## src/rtl/datapath_pkg.sv

```systemverilog
// Shared definitions for the control unit and the datapath.
// Holds the ALU opcode encoding, including the NOP code, and the default
// operand width and data-memory address width.
package datapath_pkg;

  localparam int DP_DATA_WIDTH = 8;
  localparam int DP_ADDR_BITS  = 5;

  typedef enum logic [3:0] {
    OP_ADD = 4'b0000,
    OP_SUB = 4'b0001,
    OP_AND = 4'b0010,
    OP_OR  = 4'b0011,
    OP_XOR = 4'b0100,
    OP_NOT = 4'b0101,
    OP_SHL = 4'b0110,
    OP_SHR = 4'b0111,
    OP_INC = 4'b1000,
    OP_DEC = 4'b1001,
    OP_NOP = 4'b1111
  } opcode_e;

  // True for the opcodes that update the carry/borrow flag.
  function automatic logic op_sets_carry(input logic [3:0] op);
    return (op == OP_ADD) || (op == OP_SUB);
  endfunction

endpackage

```

## src/rtl/datapath_alu.sv

```systemverilog
// Combinational ALU.
// Ports:
//   A, B      operands
//   opcode    operation select (see datapath_pkg::opcode_e); unused codes pass A
//   result    wrapped DATA_WIDTH-bit result
//   carry_out carry of ADD, borrow of SUB, 0 otherwise
module alu
  import datapath_pkg::*;
#(
  parameter int DATA_WIDTH = DP_DATA_WIDTH
) (
  input  logic [DATA_WIDTH-1:0] A,
  input  logic [DATA_WIDTH-1:0] B,
  input  logic [3:0]            opcode,
  output logic [DATA_WIDTH-1:0] result,
  output logic                  carry_out
);

  logic [DATA_WIDTH:0] sum;
  logic [DATA_WIDTH:0] diff;

  // One extra bit so the top bit is the carry (ADD) or borrow (SUB).
  assign sum  = {1'b0, A} + {1'b0, B};
  assign diff = {1'b0, A} - {1'b0, B};

  always_comb begin
    result    = A;
    carry_out = 1'b0;
    case (opcode_e'(opcode))
      OP_ADD: begin
        result    = sum[DATA_WIDTH-1:0];
        carry_out = sum[DATA_WIDTH];
      end
      OP_SUB: begin
        result    = diff[DATA_WIDTH-1:0];
        carry_out = diff[DATA_WIDTH];
      end
      OP_AND: result = A & B;
      OP_OR:  result = A | B;
      OP_XOR: result = A ^ B;
      OP_NOT: result = ~A;
      OP_SHL: result = A << B[2:0];
      OP_SHR: result = A >> B[2:0];
      OP_INC: result = A + DATA_WIDTH'(1);
      OP_DEC: result = A - DATA_WIDTH'(1);
      default: result = A;
    endcase
  end

endmodule

```

## src/rtl/datapath.sv

```systemverilog
// Datapath: ALU, registered result/flags and a 2^ADDR_BITS-word data memory.
// Ports:
//   clk, rst            clock, synchronous active-high reset
//   operand1            ALU A; base address for load/store
//   operand2            ALU B when sel3=0; store data when w_r=1
//   offset              ALU B when sel3=1
//   opcode              ALU operation
//   sel1                result source: 1 = ALU, 0 = data memory
//   sel3                ALU B source: 1 = offset, 0 = operand2
//   w_r                 data-memory write enable
//   result2             sel1_q ? alu_q : mem_q
//   zero, carry         registered ALU flags
module datapath
  import datapath_pkg::*;
#(
  parameter int DATA_WIDTH = DP_DATA_WIDTH,
  parameter int ADDR_BITS  = DP_ADDR_BITS
) (
  input  logic                  clk,
  input  logic                  rst,
  input  logic [DATA_WIDTH-1:0] operand1,
  input  logic [DATA_WIDTH-1:0] operand2,
  input  logic [DATA_WIDTH-1:0] offset,
  input  logic [3:0]            opcode,
  input  logic                  sel1,
  input  logic                  sel3,
  input  logic                  w_r,
  output logic [DATA_WIDTH-1:0] result2,
  output logic                  zero,
  output logic                  carry
);

  localparam int MEM_DEPTH = 1 << ADDR_BITS;

  logic [DATA_WIDTH-1:0] alu_b;
  logic [DATA_WIDTH-1:0] alu_res;
  logic                  alu_carry;
  logic [ADDR_BITS-1:0]  addr;

  logic [DATA_WIDTH-1:0] alu_q;
  logic [DATA_WIDTH-1:0] mem_q;
  logic                  sel1_q;
  logic                  zero_q;
  logic                  carry_q;
  logic [DATA_WIDTH-1:0] mem [MEM_DEPTH];

  assign alu_b = sel3 ? offset : operand2;

  alu #(.DATA_WIDTH(DATA_WIDTH)) u_alu (
    .A         (operand1),
    .B         (alu_b),
    .opcode    (opcode),
    .result    (alu_res),
    .carry_out (alu_carry)
  );

  // Upper ALU bits are dropped, so addresses wrap around the memory.
  assign addr = alu_res[ADDR_BITS-1:0];

  // Execute / memory stage: everything registers on the same edge. The memory
  // read uses the pre-write contents, so a same-address store returns the old
  // word. Reset preloads mem[i] = i and blocks any write on that edge.
  always_ff @(posedge clk) begin
    if (rst) begin
      alu_q   <= '0;
      mem_q   <= '0;
      sel1_q  <= 1'b0;
      zero_q  <= 1'b1;
      carry_q <= 1'b0;
      for (int i = 0; i < MEM_DEPTH; i++) begin
        mem[i] <= DATA_WIDTH'(i);
      end
    end else begin
      alu_q  <= alu_res;
      sel1_q <= sel1;
      zero_q <= (alu_res == '0);
      if (op_sets_carry(opcode)) begin
        carry_q <= alu_carry;
      end
      mem_q <= mem[addr];
      if (w_r) begin
        mem[addr] <= operand2;
      end
    end
  end

  // Write-back select
  assign result2 = sel1_q ? alu_q : mem_q;
  assign zero    = zero_q;
  assign carry   = carry_q;

endmodule

```

## config.mk

```make
export PLATFORM = sky130hd
export DESIGN_NAME = datapath
export DESIGN_NICKNAME = d
export VERILOG_FILES = /design/src/rtl/datapath_pkg.sv /design/src/rtl/datapath_alu.sv /design/src/rtl/datapath.sv
export SDC_FILE = /design/constraint.sdc
export NUM_CORES = 1
export LEC_CHECK = 0
export ABC_AREA = 1
export CAP_MARGIN = 20
export CORE_MARGIN = 4
export CORE_UTILIZATION = 30
export DETAILED_ROUTE_END_ITERATION = 16
export PLACE_DENSITY = 0.43
export SYNTH_ARGS = -nofsm -noshare
export SYNTH_HDL_FRONTEND = slang
export SYNTH_SLANG_ARGS = --single-unit
```

## constraint.sdc

```tcl
create_clock -name clk -period 5.9 [get_ports clk]
set_clock_uncertainty 0.15 [all_clocks]
set_input_delay 1.475 -clock clk [delete_from_list [all_inputs] [get_ports clk]]
set_output_delay 1.475 -clock clk [all_outputs]
set_load 0.02 [all_outputs]
```

* Word-level counts from Yosys, hierarchy flattened
Memory sizes are Yosys's and may differ from the RTL's. A register that Yosys moved wholly into a read port is not among the register bits.
Index checks and enable logic that the tools add are counted.
** Cells by class
- Equal/unequal tests :: 9
- Reduce and logical (&&, ||, !) cells :: 4
- Add/subtract/negate cells :: 4
- Bitwise operators :: 4
- Shift operators :: 2
- Muxes and demuxes :: 12
** Operators by type and width (number)
- 8-bit one-hot mux with 10 select lines :: 1
- 8-bit two-way mux :: 3
- 4-bit by 3-bit == test with 1-bit output, second input constant :: 4
- 8-bit by 8-bit adder with 9-bit output :: 1
- 8-bit by 8-bit subtractor with 9-bit output :: 1
- 8-bit by 1-bit adder with 8-bit output, second input constant :: 1
- 8-bit bitwise AND :: 1
- 4-bit by 2-bit == test with 1-bit output, second input constant :: 2
- 4-bit == test, second input constant :: 2
- 8-bit logical NOT :: 1
- 8-bit inverter :: 1
- 8-bit bitwise OR :: 1
- 8-bit OR reduction :: 1
- 8-bit by 3-bit << shifter with 8-bit output :: 1
- 8-bit by 3-bit right shift with 8-bit output :: 1
- 8-bit by 1-bit subtractor with 8-bit output, second input constant :: 1
- 8-bit bitwise XOR :: 1
- 1-bit two-way mux :: 6
- 5-bit two-way mux :: 1
- 4-bit by 1-bit == test with 1-bit output, second input constant :: 1
- 4-bit logical NOT :: 1
- 1-bit one-hot mux with 2 select lines :: 1
- 1-bit logical OR :: 1
** Word-level totals
- Memory bits (writable) :: 256
- Flip-flop bits (word level) :: 11
- Logic and storage cells :: 40
- Memories kept :: 1
- Input bits :: 33
- Output and inout bits :: 10
** Memories
- mem :: depth 32, bits a word 8, read ports 1, clocked after Yosys merged registers in 1, wr ports 32, line datapath.sv:45 : logic [DATA_WIDTH-1:0] mem [MEM_DEPTH];

* Longest topological paths before layout
- Depth after elaboration :: 5
- Gate-level depth with buffers :: 24
- Mapped depth without buffers :: 21

* By module
A second synthesis with hierarchy kept.
** Second synthesis, totals
- Cell total of the unflattened synthesis :: 1871
- Area, all modules :: 15038.2 um^2
** Modules (own cells, without submodules)
- datapath :: sequential area each 8067.7 um^2, times used 1, cells an instance 1463, area each 12906.1 um^2
- alu :: sequential area each 0.0 um^2, times used 1, cells an instance 408, area each 2132.0 um^2

* Worst setup path after synthesis
No wires, ideal clock.
- Kind :: input-to-reg
- Start :: input port sel3
- End :: memory mem[0][0] (netlist name) (enable)
- Data required time :: 5421 ps
- Library setup time :: 329 ps
- Setup slack :: 1282 ps
- Cell stages on the path :: 24
- Arrival time :: 4139 ps
- Buffers on the path :: 3
- Path through :: buf_4 inv_4 nand2_1 nand2_2 inv_1 buf_2 ha_1 buf_2 inv_1 a21oi_1 nand3_1 nand2_1 nor2_1 nor2_1 nand3_1 nor2_1 nand2_1 nand2_2 nand2_2 inv_2 nand2_2 nor2_2 nand2_2 nand2_1
** RTL lines
- from (decl) :: line datapath.sv:26 : input logic sel3,
- to (decl) :: line datapath.sv:45

==> run metrics <==
HP Class reg -> reg; EDFF count, synth 256; number of max-cap violations 0; Cells after Synth 1885; Post-Synth Simple-Gate Area 0.356; Final min period 5.26 ns; worst r2r dst mem_q[1]$_SDFF_PP0_; port bufs 42; Clock Power Share 0.366; Post-Layout Inst Area 17700 µm²; initial antenna violation count 0; Synth Net Count 1947; pin count of the biggest net entering global routing 133; antenna viol nets, final 0; Mapped Avg Cell Area 8.16 µm²; actual slew at the worst max-slew pin 1.03 ns; RePlAce Congestion 0.905; post-CTS setup buffer count 0; CP Cell Sequence clkdlybuf4s50_1 > inv_4 > nand2_1 > nand2_2 > ha_1 > fa_1 > or2_2 > nand3_1 > nand3_1 > nor3_1 > nand3_1 > o21bai_4 > nand2_2 > nor2_2 > inv_1 > nand2_1; Final Hold Viols 0; total overflow reported by the global router 0; most frequent cells in the layout nand2_1, nand3_1, edfxtp_1; H-Tree Depth 2; vias in the first global route 12300; Die H 234 µm; Critical Path Source Type input pin; register-to-register setup slack 4.49 ns; most common cell after layout, fill and taps aside nand2_1; sw frac 0.307; sequential power share 0.436; Seq. cell area 8070 µm²; Final #Nets 1980; RSZ-0062 raised after global routing no; post-CTS sizing 0; dpl cell area 16600 µm²; Main synth FF type edfxtp_1; overall routing resource usage 0.183; first-pass GRT wire length 75.9 mm; Slew HR 0.314; via count 12700; Most common cell on crit path nand3_1; Max clock buf depth 3; Slew Limit Fails 0; register area share after synthesis 0.524; top achievable clock speed 190 MHz; area of the multi-input gates 6470 µm²; Diodes inserted 0; mux share of post-synthesis cell area 0.00586; DRC viols 0; CP Capture Type flop; Final setup viols 0; die width 234 µm; crit-path max FO 12; Core Region 50500 µm²; status complete, no violations; Crit path arrival time 5.32 ns; CTS clk-pin slew, worst paths 0.06 ns; worst vdd ir 0.000145 V; Synth Area in Compound Gates 0.0292; cell taking the most area after synthesis edfxtp_1; row count 82; DR pass1 iterations 5; Total Power 0.00527 W; Root Buffer clkbuf_16; CTS Hold Bufs 0; worst setup path start sel3; DR WL/cell 19.3 µm; Area growth syn-to-layout 15.1%; worst r2r path cells 8; Worst Path Required 5.96 ns; Tcrit/Tclk final 0.892; clk sinks 275; Final Core Density 0.351; IO Pins 43; total wire length 50.5 mm; Mapped Area 15400 µm²; Post-Layout Cell Count 2614; combinational share of power 0.198; synth unique cells 44; top post-synthesis cells by area edfxtp_1, nand2_1, nand3_1, nor2_1, dfxtp_1; crit path capture mem[27][2]$_SDFFCE_PN0P_; share of post-route cells with drive strength above 1 0.117; Initial Util 0.305; Sum Neg Setup Slack 0 ns; Synth Area in XOR/XNOR 0.00171; leak pwr 7.71 nW; Pwr per Cell Area 297 nW/µm²; Yosys Warn Count 0; flops & latches, synth 275; Async S/R FF share, synth 0; delay of the slowest critical-path stage 0.71 ns; top cell type's share of synthesized area 0.500; TritonCTS buffer count 34; Fill cells 5335; routed vias/inst 4.85; switching power 0.00161 W; DRT iter0 DRCs 1038; Max stage delay cell, worst path clkdlybuf4s50_1; worst skew pair latency 0.55 ns; placed instance count 2552; largest family of logic cells by synthesized area simple AND/OR/NAND/NOR gates; P_int 0.00365 W; reg2reg start mem[23][1]$_SDFFCE_PN1P_; post-DP HPWL 34.4 mm; CTS tree yes; Die ar. 55000 µm²; CP Class in -> reg; post-synthesis adder-cell area fraction 0.0246
flip-flops by register name, summed over array words and instances (netlist names):
register / count
zero: 1
alu_q: 8
carry: 1
mem_q: 8
sel1_q: 1
mem: 256
cell usage after synthesis, types with 10 or more instances:
cell type,number
o21ai_0,27
buf_2,41
inv_2,44
nor2_1,238
a21oi_1,28
nand2_1,702
edfxtp_1,256
nand3_1,256
clkbuf_1,48
nand2_4,10
ha_1,27
nor2_2,19
inv_1,67
dfxtp_1,19
nand2_2,24
layout make-up:
class | instances | share of cell area
sequential | 275 | 0.456
multi-input combinational | 1398 | 0.365
clock buffer | 44 | 0.0514
timing repair buffer | 95 | 0.0499
tap | 672 | 0.0475
inverter | 114 | 0.0244
clock inverter | 16 | 0.00579
kinds of logic (layout without fill, tap and decap cells):
kind of cell / Yosys count / count (layout)
DFF: 275 / 275
xor gates and xnor gates: 3 / 3
and+or+nand+nor: 1280 / 1280
muxes: 8 / 8
AOI/OAI and AO/OA: 78 / 78
adders and majority gates: 29 / 29
buffers and inverters: 212 / 269
power by group through the flow:
stage | Clock (W) | Combinational [W] | Sequential (W)
floorplan | 0 | 0.000673 | 0.00232
global placement | 0 | 0.00104 | 0.00234
detailed placement | 0 | 0.00104 | 0.00234
CTS | 0.00198 | 0.00104 | 0.00230
global route | 0.00206 | 0.00115 | 0.00231
finish | 0.00193 | 0.00104 | 0.00230
through the flow:
step | hold slack, ns | setup WS [ns]
final | 0.500 | 0.636
after global routing | 0.544 | 0.241
after CTS | 0.514 | 0.667
after detailed placement | 0.475 | 0.0943
after global placement | 0.482 | 0.149
after floorplan | 0.539 | 1.28
per-layer routing:
metal | routed length, µm | GRT usage | vias to the layer above
met5 | 0 | 0 | -
met4 | 1200 | 0.0498 | 0
met3 | 2540 | 0.0307 | 68
met2 | 22300 | 0.284 | 327
met1 | 24400 | 0.266 | 6053
li1 | - | - | 6223
worst max-delay path, delay by kind of cell:
family / cells / cell delay (ns)
AOI/OAI and AO/OA: 1 / 0.36
adders and majority gates: 2 / 0.68
buffers and inverters: 3 / 0.94
and+or+nand+nor: 10 / 1.84
worst min-delay path by stage:
stage                             from  cells past startpoint                  to  slack, ns
floorplan           carry$_SDFFE_PP0P_                      4  carry$_SDFFE_PP0P_       0.54
global placement    carry$_SDFFE_PP0P_                      4  carry$_SDFFE_PP0P_       0.48
detailed placement  carry$_SDFFE_PP0P_                      4  carry$_SDFFE_PP0P_       0.48
CTS                 carry$_SDFFE_PP0P_                      4  carry$_SDFFE_PP0P_       0.51
global route        carry$_SDFFE_PP0P_                      4  carry$_SDFFE_PP0P_       0.54
finish              carry$_SDFFE_PP0P_                      4  carry$_SDFFE_PP0P_       0.50
Power figures use the tool's default switching activity.
